==> src/rtl/reset_seq_pkg.sv <==
// Shared types and cause-bit positions for the reset sequencer and its testbench.
package reset_seq_pkg;

   typedef enum logic [1:0] {
      ST_HOLD    = 2'd0,
      ST_RELEASE = 2'd1,
      ST_RUN     = 2'd2
   } state_t;

   localparam int CAUSE_RST      = 0;
   localparam int CAUSE_SRC_BASE = 1;

endpackage

==> src/rtl/reset_req_sync.sv <==
// One-bit level synchroniser for an asynchronous reset request, cleared by the domain reset.
module reset_req_sync #(
   parameter int SYNC_STAGES = 2
) (
   input  logic i_clk,
   input  logic i_rst,
   input  logic i_req,
   output logic o_sync
);

   (* ASYNC_REG = "TRUE" *) logic [SYNC_STAGES-1:0] r_chain;

   // NOTE: the chain is cleared synchronously so a stale request cannot survive a domain reset.
   always_ff @(posedge i_clk) begin
      if (i_rst) begin
         r_chain <= '0;
      end else begin
         r_chain <= {r_chain[SYNC_STAGES-2:0], i_req};
      end
   end

   assign o_sync = r_chain[SYNC_STAGES-1];

endmodule

==> src/rtl/reset_sequencer.sv <==
// Merges system, asynchronous and software reset requests; holds then releases NOUT
// output resets in index order and records the causes of the last reset(s).
module reset_sequencer
   import reset_seq_pkg::*;
#(
   parameter int NSRC           = 2,
   parameter int NOUT           = 4,
   parameter int SYNC_STAGES    = 2,
   parameter int HOLD_CYCLES    = 16,
   parameter int STAGGER_CYCLES = 4
) (
   input  logic            i_clk,
   input  logic            i_rst,
   input  logic [NSRC-1:0] i_src_req,
   input  logic            i_sw_rst,
   input  logic            i_cause_clr,
   output logic [NOUT-1:0] o_out_rst,
   output logic            o_rst_done,
   output logic [NSRC+1:0] o_rst_cause
);

   localparam int CAUSE_SW = NSRC + 1;
   localparam int CNT_MAX  = (HOLD_CYCLES > STAGGER_CYCLES + 1) ? HOLD_CYCLES : STAGGER_CYCLES + 1;
   localparam int CNT_W    = $clog2(CNT_MAX + 1);
   localparam int IDX_W    = $clog2(NOUT) + 1;

   logic [NSRC-1:0] w_src_sync;
   logic            w_req;
   logic [NSRC+1:0] w_cause_set;

   state_t          r_state;
   logic [CNT_W-1:0] r_cnt;
   logic [IDX_W-1:0] r_idx;
   logic [NOUT-1:0] r_out_rst;
   logic            r_rst_done;
   logic [NSRC+1:0] r_rst_cause;

   for (genvar g = 0; g < NSRC; g++) begin : g_sync
      reset_req_sync #(
         .SYNC_STAGES (SYNC_STAGES)
      ) u_sync (
         .i_clk  (i_clk),
         .i_rst  (i_rst),
         .i_req  (i_src_req[g]),
         .o_sync (w_src_sync[g])
      );
   end

   assign w_req = (|w_src_sync) | i_sw_rst;

   // NOTE: default first so every bit of the combinational vector is always assigned (no latch).
   always_comb begin
      w_cause_set                            = '0;
      w_cause_set[CAUSE_RST]                 = i_rst;
      w_cause_set[CAUSE_SRC_BASE +: NSRC]    = w_src_sync;
      w_cause_set[CAUSE_SW]                  = i_sw_rst;
   end

   // NOTE: all state is updated with non-blocking assignments so every register sees pre-edge values.
   always_ff @(posedge i_clk) begin
      if (i_rst) begin
         r_state     <= ST_HOLD;
         r_cnt       <= '0;
         r_idx       <= '0;
         r_out_rst   <= '1;
         r_rst_done  <= 1'b0;
         r_rst_cause <= w_cause_set;
      end else begin
         // Any set wins over a simultaneous clear.
         r_rst_cause <= (i_cause_clr ? '0 : r_rst_cause) | w_cause_set;

         if (w_req) begin
            r_state    <= ST_HOLD;
            r_cnt      <= '0;
            r_idx      <= '0;
            r_out_rst  <= '1;
            r_rst_done <= 1'b0;
         end else begin
            case (r_state)
               ST_HOLD: begin
                  if (r_cnt == CNT_W'(HOLD_CYCLES - 1)) begin
                     r_out_rst[0] <= 1'b0;
                     r_cnt        <= '0;
                     r_idx        <= IDX_W'(1);
                     if (NOUT == 1) begin
                        r_state    <= ST_RUN;
                        r_rst_done <= 1'b1;
                     end else begin
                        r_state <= ST_RELEASE;
                     end
                  end else begin
                     r_cnt <= r_cnt + CNT_W'(1);
                  end
               end
               ST_RELEASE: begin
                  if (r_cnt == CNT_W'(STAGGER_CYCLES)) begin
                     r_out_rst <= r_out_rst & ~(NOUT'(1) << r_idx);
                     r_cnt     <= '0;
                     r_idx     <= r_idx + IDX_W'(1);
                     if (r_idx == IDX_W'(NOUT - 1)) begin
                        r_state    <= ST_RUN;
                        r_rst_done <= 1'b1;
                     end
                  end else begin
                     r_cnt <= r_cnt + CNT_W'(1);
                  end
               end
               ST_RUN: begin
                  r_state <= ST_RUN;
               end
               default: begin
                  r_state <= ST_HOLD;
               end
            endcase
         end
      end
   end

   assign o_out_rst   = r_out_rst;
   assign o_rst_done  = r_rst_done;
   assign o_rst_cause = r_rst_cause;

endmodule

==> config.mk <==
export PLATFORM = sky130hd
export DESIGN_NAME = reset_sequencer
export DESIGN_NICKNAME = d
export VERILOG_FILES = /design/src/rtl/reset_seq_pkg.sv /design/src/rtl/reset_req_sync.sv /design/src/rtl/reset_sequencer.sv
export SDC_FILE = /design/constraint.sdc
export NUM_CORES = 1
export LEC_CHECK = 0
export CORE_MARGIN = 2
export CORE_UTILIZATION = 50
export CTS_CLUSTER_DIAMETER = 120
export DETAILED_ROUTE_END_ITERATION = 7
export PLACE_DENSITY = 0.85
export SYNTH_ARGS = -nofsm -noshare
export SYNTH_HDL_FRONTEND = slang
export SYNTH_HIERARCHICAL = 1
export SYNTH_SLANG_ARGS = --single-unit
==> constraint.sdc <==
create_clock -name i_clk -period 2 [get_ports i_clk]
set_clock_uncertainty 0.2 [all_clocks]
set_input_delay 0.3 -clock i_clk [delete_from_list [all_inputs] [get_ports i_clk]]
set_output_delay 0.3 -clock i_clk [all_outputs]
set_load 0.03 [all_outputs]
Yosys cells after proc, flatten, opt, wreduce, memory -nomap -nowiden
Index checks and enable logic that the tools add are counted.
Cells by class
  mux-type cells: 15
  shifts and indexed selects: 1
  reductions and logical operators: 8
  $add $sub $neg: 2
  equal/unequal tests: 8
  bitwise logic cells: 4
Operators with widths (number)
  $mux 5: 2
  $pmux 5 s2: 1
  $reduce_and 3->1: 3
  $mux 4: 2
  $mux 2: 3
  $mux 3: 2
  $ne 2x2->1 const B: 3
  $pmux 2 s3: 1
  $pmux 3 s2: 1
  $add 5x1->5 const B: 1
  $eq 5x3->1 const B: 1
  $eq 5x4->1 const B: 1
  $and 4x4->4: 1
  $not 4->4: 1
  $or 4x4->4: 1
  $reduce_or 2->1: 2
  $shl 1x3->4 const A: 1
  $add 3x1->3 const B: 1
  $eq 3x2->1 const B: 1
  $eq 2x1->1 const B: 1
  $eq 2x2->1 const B: 1
  $logic_not 2->1: 1
  $mux 1: 2
  $pmux 1 s2: 1
  other kinds (3): 3
Storage, ports and cells
  logic and storage cells: 48
  bits of input ports: 6
  register bits: 23
  output and inout bits: 9

Logic depth before layout (Yosys ltp)
Gate-level depths: netlist (run 1).
  depth in word-level cells: 5
  mapped depth: 7
  mapped depth without buffers: 7

Hierarchy
The synthesis (run 1) kept the hierarchy.
By module, submodules not included
  reset_sequencer: cells an instance 101, area an instance 965.9 um^2, sequential area each 380.4 um^2, instances 1
  reset_req_sync: cells an instance 4, area an instance 52.6 um^2, sequential area each 40.0 um^2, instances 2

Worst setup path after synthesis (run 1)
OpenSTA, ideal clock, no wires.
  path kind: reg2reg
  start: register r_cnt[0]
  end: register r_idx[0]
  setup slack: 408 ps
  period minus slack after synthesis: 1592 ps
  buffers on the path: 0
  required time: 1681 ps
  library setup time: 119 ps
  data arrival time: 1273 ps
  stages on the path, launching flop included: 7
  cell sequence: dfxtp_1 -> inv_1 -> ha_1 -> and4bb_2 -> mux2i_4 -> nor2_4 -> o221a_1
On the way
  word-level cells in the longest chain between the ends: 3
  elaborated cells between the ends (all ways): 5
  those cells by class: eq/ne (4); reduce/logical (1)
RTL lines
  start, declared: line reset_sequencer.sv:32  | logic [CNT_W-1:0] r_cnt;
  start signal, assigned: line reset_sequencer.sv:92  | r_cnt <= r_cnt + CNT_W'(1);
  start signal, assigned: line reset_sequencer.sv:105  | r_cnt <= r_cnt + CNT_W'(1);
  $eq 5x3->1 / $eq 5x4->1 (equally long branches): line reset_sequencer.sv:96, reset_sequencer.sv:81
  $ne 2x2->1 (no line)
  $reduce_and 3->1 (no line) *
  end signal, assigned: line reset_sequencer.sv:99  | r_idx <= r_idx + IDX_W'(1);
  end, declared: line reset_sequencer.sv:33  | logic [IDX_W-1:0] r_idx;
Mark *: on every way between the ends. The rest lies on a longest branch, timed or not.
A chain may end at the register's enable or synchronous reset.

Worst setup path in the final report (run 1)
  start: register r_out_rst[0], in the netlist o_out_rst[0]
  end: output port o_out_rst[0]
RTL lines
  start, declared: line reset_sequencer.sv:34  | logic [NOUT-1:0] r_out_rst;
  start signal, assigned: line reset_sequencer.sv:97  | r_out_rst <= r_out_rst & ~(NOUT'(1) << r_idx);
  end, declared: line reset_sequencer.sv:17  | output logic [NOUT-1:0] o_out_rst,
No word-level cell between the ends.

==> results by group, run 1 <==
Clock tree
  • Clock root buffer: clkbuf_4
  • Num CTS Buffers: 3
  • Clock slew at reported path FFs: 0.13 ns
  • Post-CTS sizing: 0
  • Hold_buf cts: 0
  • Clock tree buffer depth: 2
  • H-tree levels: 1
  • # Post-CTS Setup Buffers: 0
  • CTS tree: built
  • Clk_lat worst skew: 0.30 ns
  • Clock Sink Count: 23

Drt
  • Remaining DRCs: 0
  • Post-Route WL: 1830 µm
  • Routed length per instance: 12.0 µm
  • Via count: 782
  • Antenna Nets Post-Route: 0
  • 1st-pass router iterations: 3
  • 1st-iter DRT viols: 14
  • Vias per std cell: 5.11

Setup path
  • Crit path cell chain: clkdlybuf4s50_1
  • Worst Reg2Reg Path Length in Cells: 6
  • Startpoint types: flip-flop
  • CP max FO: 2
  • RR Startpoint: r_cnt[0]$_SDFFE_PP0P_
  • Worst EP arrival: 1.35 ns
  • Slowest stage delay, CP: 0.67 ns
  • Cell family with most CP delay: buffers and inverters
  • Slowest cell on crit path: clkdlybuf4s50_1
  • CP Class: flip-flop to output port
  • Buf/Inv on CP: 1
  • Critical Path RT: 1.50 ns
  • Reg2Reg Capture Point: r_idx[0]$_SDFFE_PP0P_
  • R2R Setup Slk: 0.28 ns
  • Crit end category: output port

Floorplan
  • Row cnt: 16
  • Die width: 50.3 µm
  • Total Die Area: 2530 µm²
  • Die H: 50.3 µm
  • Starting Density: 0.540
  • Core area: 1980 µm²
  • IO Count: 15

Synth
  • Mux contribution to synthesized area: 0.0491
  • Post-synth EDFFs: 0
  • Syn_nets: 126
  • Mapped Cells: 109
  • Top cell type's share of synthesized area: 0.430
  • Dominant cells by area after synthesis: dfxtp_1 (43%), ha_1 (13%), a21o_1 (4.2%)
  • Commonest cells post-synth: dfxtp_1 (23), ha_1 (11), inv_1 (10), nand2_1 (7), nor2_1 (7)
  • Sequential fraction of the synthesis area: 0.430
  • Most frequent cell after synthesis: dfxtp_1
  • Adder-cell share of the synthesized area: 0.129
  • Post-Synth Simple-Gate Area: 0.167
  • Largest family of logic cells by synthesized area: simple AND/OR/NAND/NOR gates
  • Mapped Area: 1070 µm²
  • Netlist cell types: 32
  • Post-Synth XOR/XNOR Area: 0.0164
  • Top FF cell, synth: dfxtp_1
  • Area leader, netlist: dfxtp_1
  • Synth Area per Inst: 9.83 µm²
  • Synth warn: 6
  • Async S/R FF share, synth: 0
  • Compound-Gate Fraction of Synth Area: 0.160
  • Synthesized flop and latch total: 23

Placement
  • RD Place Congestion: 0.674
  • PortBufs: 14
  • Hpwl dp: 1430 µm

Timing
  • RSZ-0062 raised after global routing: no
  • Setup TNS Final: 0 ns
  • Max-slew headroom: 0.786
  • Crit share post-route: 0.923
  • Actual slew at the worst max-slew pin: 0.319 ns
  • Max Freq: 542 MHz
  • Max Slew Vio Count: 0
  • Tmin final: 1.85 ns
  • Final setup vio count: 0
  • Hold Slack: 0.248 ns
  • Final hold violation count: 0

Cells and area
  • N_diodes: 0
  • Layout cells sized above 1: 0.119
  • Syn-to-layout area delta: 19.0%
  • Final Net Count: 144

Outcome
  • Status: complete, no violations

GRT
  • First-pass GRT wire length: 3390 µm
  • Pin count of the biggest net entering global routing: 14
  • GR Util All Layers: 0.177
  • Grt ovf: 0
  • Vias in the first global route: 832
  • Initial antenna violation count: 0

Power
  • Total power: 0.743 mW
  • Leak Pwr: 0.496 nW
  • PwrDens: 583 nW/µm²
  • Peak VDD IR: 0.000476 V

Min path
  • Hold Startpoint: g_sync[1].u_sync/r_chain[0]$_SDFF_PP0_
  • Hold Path Sink: g_sync[1].u_sync/r_chain[1]$_SDFF_PP0_
  • WHS Path Cells: 1
  • Hold Crit Class: flip-flop to flip-flop

Job
  • Maxcap violations: 0
==> flip-flops by register name (all words and copies together) (netlist names) <==
register	flops
o_rst_cause	4
o_rst_done	1
r_idx	3
o_out_rst	4
r_cnt	5
r_state	2
g_sync.u_sync/r_chain	4
==> metal layers <==
layer / global-route usage / share of wire / vias up
li1: - / - / 404
met2: 0.314 / 0.50 / 5
met5: 0 / 0 / -
met3: 0.0387 / 0.026 / 2
met1: 0.204 / 0.47 / 371
met4: 0.0694 / 0.0071 / 0
==> per-stage QoR <==
stage | setup slack [ns] | utilization | area (µm²) | instances
global placement | 0.0955 | 0.628 | 1240 | 149
CTS | 0.137 | 0.642 | 1270 | 153
global route | 0.0828 | 0.643 | 1270 | 153
floorplan | 0.408 | - | 1070 | 109
detailed placement | 0.0619 | 0.628 | 1240 | 149
finish | 0.154 | 0.643 | 1270 | 153
==> layout by cell type (no fill, tap or decap), types with 2 or more instances in the layout <==
cell type | netlist | routed
inv_1 | 10 | 10
o211ai_1 | 2 | 2
clkdlybuf4s50_1 | 0 | 14
a21oi_1 | 4 | 4
nand3_1 | 5 | 5
dfxtp_1 | 23 | 23
a21o_1 | 6 | 6
clkbuf_4 | 0 | 3
ha_1 | 11 | 10
nor2b_1 | 4 | 4
nor2_1 | 7 | 7
o21ai_0 | 4 | 4
mux2i_1 | 3 | 3
nand2_1 | 7 | 7
buf_4 | 0 | 2
o31ai_1 | 2 | 2
==> cell families after synthesis <==
family | Yosys count
simple gates | 31
compound gates | 25
mux | 4
flops | 23
buf+inv | 13
fa+ha+maj | 11
xor+xnor | 2
==> worst max path at each step <==
stage,cells after the start,endpoint,from
floorplan,6,r_idx[0]$_SDFFE_PP0P_,r_cnt[0]$_SDFFE_PP0P_
CTS,1,o_out_rst[0],o_out_rst[0]$_SDFFE_PP1P_
finish,1,o_out_rst[0],o_out_rst[0]$_SDFFE_PP1P_
detailed placement,6,r_state[0]$_SDFFE_PP0P_,i_rst
global placement,3,o_out_rst[1]$_SDFFE_PP1P_,i_rst
global route,1,o_out_rst[0],o_out_rst[0]$_SDFFE_PP1P_
==> report_power, final <==
group / switching [mW] / internal, mW / total [mW]
combinational: 0.0303 / 0.0298 / 0.0601
clock: 0.134 / 0.0745 / 0.209
sequential: 0.00570 / 0.469 / 0.475
==> cell type report <==
type | count | area, µm²
Clock inverter | 1 | 5.00
Inverter | 10 | 37.5
Timing Repair Buffer | 16 | 155
Multi-Input combinational cell | 73 | 561
Clock buffer | 3 | 22.5
Fill cell | 166 | 707
Tap cell | 27 | 33.8
Sequential cell | 23 | 460
(Power assumes the default switching activity.)
==> run 2: changes to the inputs <==
--- a/config.mk
+++ b/config.mk
@@ -9,7 +9,9 @@
 export CORE_UTILIZATION = 50
 export CTS_CLUSTER_DIAMETER = 120
 export DETAILED_ROUTE_END_ITERATION = 7
+export MAX_ROUTING_LAYER = met4
 export PLACE_DENSITY = 0.85
+export RECOVER_POWER = 25
 export SYNTH_ARGS = -nofsm -noshare
 export SYNTH_HDL_FRONTEND = slang
 export SYNTH_HIERARCHICAL = 1
==> results by group, run 2 (same netlist as run 1, synthesis figures left out) <==
Clock tree
  • CTS tree: built
  • H-tree levels: 1 (unchanged)
  • Hold_buf cts: 0 (unchanged)
  • Clock root buffer: clkbuf_4
  • Clock Sink Count: 23 (unchanged)
  • Clk_lat worst skew: 0.30 ns (about the same)
  • # Post-CTS Setup Buffers: 0 (unchanged)
  • Post-CTS sizing: 0 (unchanged)
  • Clock slew at reported path FFs: 0.13 ns (about the same)
  • Num CTS Buffers: 3 (unchanged)
  • Clock tree buffer depth: 2 (unchanged)

Timing
  • Final setup vio count: 0 (unchanged)
  • Tmin final: 1.85 ns (+0.00592 ns)
  • Setup TNS Final: 0 ns (unchanged)
  • Max Freq: 540 MHz (-0.32%)
  • Final setup margin: 0.148 ns (-0.00592 ns)
  • Final hold violation count: 0 (unchanged)
  • RSZ-0062 raised after global routing: no
  • Crit share post-route: 0.926 (+0.00296)
  • Max-slew headroom: 0.786 (about the same)
  • Max Slew Vio Count: 0 (unchanged)
  • Actual slew at the worst max-slew pin: 0.320 ns (+0.000298 ns)

GRT
  • Grt ovf: 0 (unchanged)
  • Pin count of the biggest net entering global routing: 14 (unchanged)
  • First-pass GRT wire length: 3390 µm (unchanged)
  • Vias in the first global route: 832 (unchanged)
  • GR Util All Layers: 0.181 (+0.00481)
  • Initial antenna violation count: 0 (unchanged)

Cells and area
  • Area of the multi-input gates: 561 µm² (unchanged)
  • # fillers: 168 (+1.2%)
  • FF/Latch Area: 460 µm² (unchanged)
  • Largest register FFs: 5 (unchanged)
  • Final Util: 0.641 (-0.00189)
  • Final Net Count: 144 (unchanged)
  • Syn-to-layout area delta: 18.7%
  • Most frequent cells in the layout: dfxtp_1 (23), clkdlybuf4s50_1 (13), inv_1 (10), ha_1 (10)
  • Most common cell after layout, fill and taps aside: dfxtp_1
  • Reg with most FFs: r_cnt
  • N_diodes: 0 (unchanged)
  • Layout cells sized above 1: 0.111 (-0.00794)

Drt
  • Antenna Nets Post-Route: 0 (unchanged)
  • Routed length per instance: 11.9 µm (-0.76%)
  • 1st-iter DRT viols: 13 (-1)
  • Post-Route WL: 1820 µm (-0.76%)
  • Via count: 776 (-0.77%)
  • Remaining DRCs: 0 (unchanged)
  • Vias per std cell: 5.07 (-0.77%)
  • 1st-pass router iterations: 3 (unchanged)

Setup path
  • CP Class: flip-flop to output port
  • Critical path depth in cells: 1 (unchanged)
  • Slowest cell on crit path: clkdlybuf4s50_1
  • Crit path cell chain: clkdlybuf4s50_1
  • Worst Reg2Reg Path Length in Cells: 6 (unchanged)
  • Buf/Inv on CP: 1 (unchanged)
  • Worst EP arrival: 1.35 ns (about the same)
  • Critical Path RT: 1.50 ns (about the same)
  • Startpoint types: flip-flop
  • Slowest stage delay, CP: 0.68 ns (about the same)
  • Crit end category: output port
  • Cell family with most CP delay: buffers and inverters
  • CP max FO: 2 (unchanged)

Power
  • Peak VDD IR: 0.000475 V (-0.21%)
  • Total power: 0.742 mW (-0.21%)
  • Leak Pwr: 0.492 nW (-0.68%)
  • PwrDens: 583 nW/µm² (about the same)

Job
  • Maxcap violations: 0 (unchanged)

Placement
  • Hpwl dp: 1430 µm (unchanged)
  • RD Place Congestion: 0.680 (+0.98%)
  • PortBufs: 14 (unchanged)
  • Dpl ws: 0.0619 ns (unchanged)

Floorplan
  • Core area: 1980 µm² (unchanged)
  • Row cnt: 16 (unchanged)
  • Die width: 50.3 µm (unchanged)
  • Total Die Area: 2530 µm² (unchanged)
  • Die H: 50.3 µm (unchanged)
  • Starting Density: 0.540 (unchanged)
  • IO Count: 15 (unchanged)

Min path
  • WHS Path Cells: 1 (unchanged)
  • Hold Crit Class: flip-flop to flip-flop

Outcome
  • Status: complete, no violations
-- run 2: cell types whose count changed in the layout (fill, tap and decap cells not counted), sizes merged --
cell,before,now
buf,2,1
clkbuf,3,4
clkdlybuf4s50,14,13
dlygate4sd3,0,1
-- run 2: path summary, 6_finish.rpt --
check / from / endpoint / slack (ns)
min: g_sync[1].u_sync/r_chain[0]$_SDFF_PP0_ / g_sync[1].u_sync/r_chain[1]$_SDFF_PP0_ / 0.25
min reg2reg: g_sync[1].u_sync/r_chain[0]$_SDFF_PP0_ / g_sync[1].u_sync/r_chain[1]$_SDFF_PP0_ / 0.25
max reg2reg: r_cnt[0]$_SDFFE_PP0P_ / r_idx[0]$_SDFFE_PP0P_ / 0.28
max: o_out_rst[0]$_SDFFE_PP1P_ / o_out_rst[0] / 0.15
-- run 2: cell type report --
type / instances / area share
repair buffers: 16 / 0.119
inverters: 10 / 0.0295
multi-input cells: 73 / 0.441
well taps: 27 / 0.0266
clock inverters: 1 / 0.00394
flip-flops and latches: 23 / 0.362
clock buffers: 3 / 0.0177
-- run 2: metrics by stage --
stage               std cells  area [µm²]  hold WS (ns)
finish                    153        1270         0.248
global route              153        1270         0.267
CTS                       153        1270         0.249
detailed placement        149        1240         0.220
global placement          149        1240         0.221
floorplan                 109        1070         0.172
-- run 2: routing by layer --
layer  wire, µm  global-route usage  vias to the layer above
met5          0                   -                        -
met2        907               0.314                        5
met3         41              0.0357                        2
met1        858               0.206                      365
li1           -                   -                      404
met4         13              0.0694                        0
-- run 2: report_power, final --
| part | switching (mW) | total (mW) | internal (mW) |
|---|---|---|---|
| Combinational | 0.0301 | 0.0586 | 0.0285 |
| Sequential | 0.00567 | 0.474 | 0.469 |
| Clock | 0.134 | 0.209 | 0.0745 |
| Total | 0.170 | 0.742 | 0.572 |
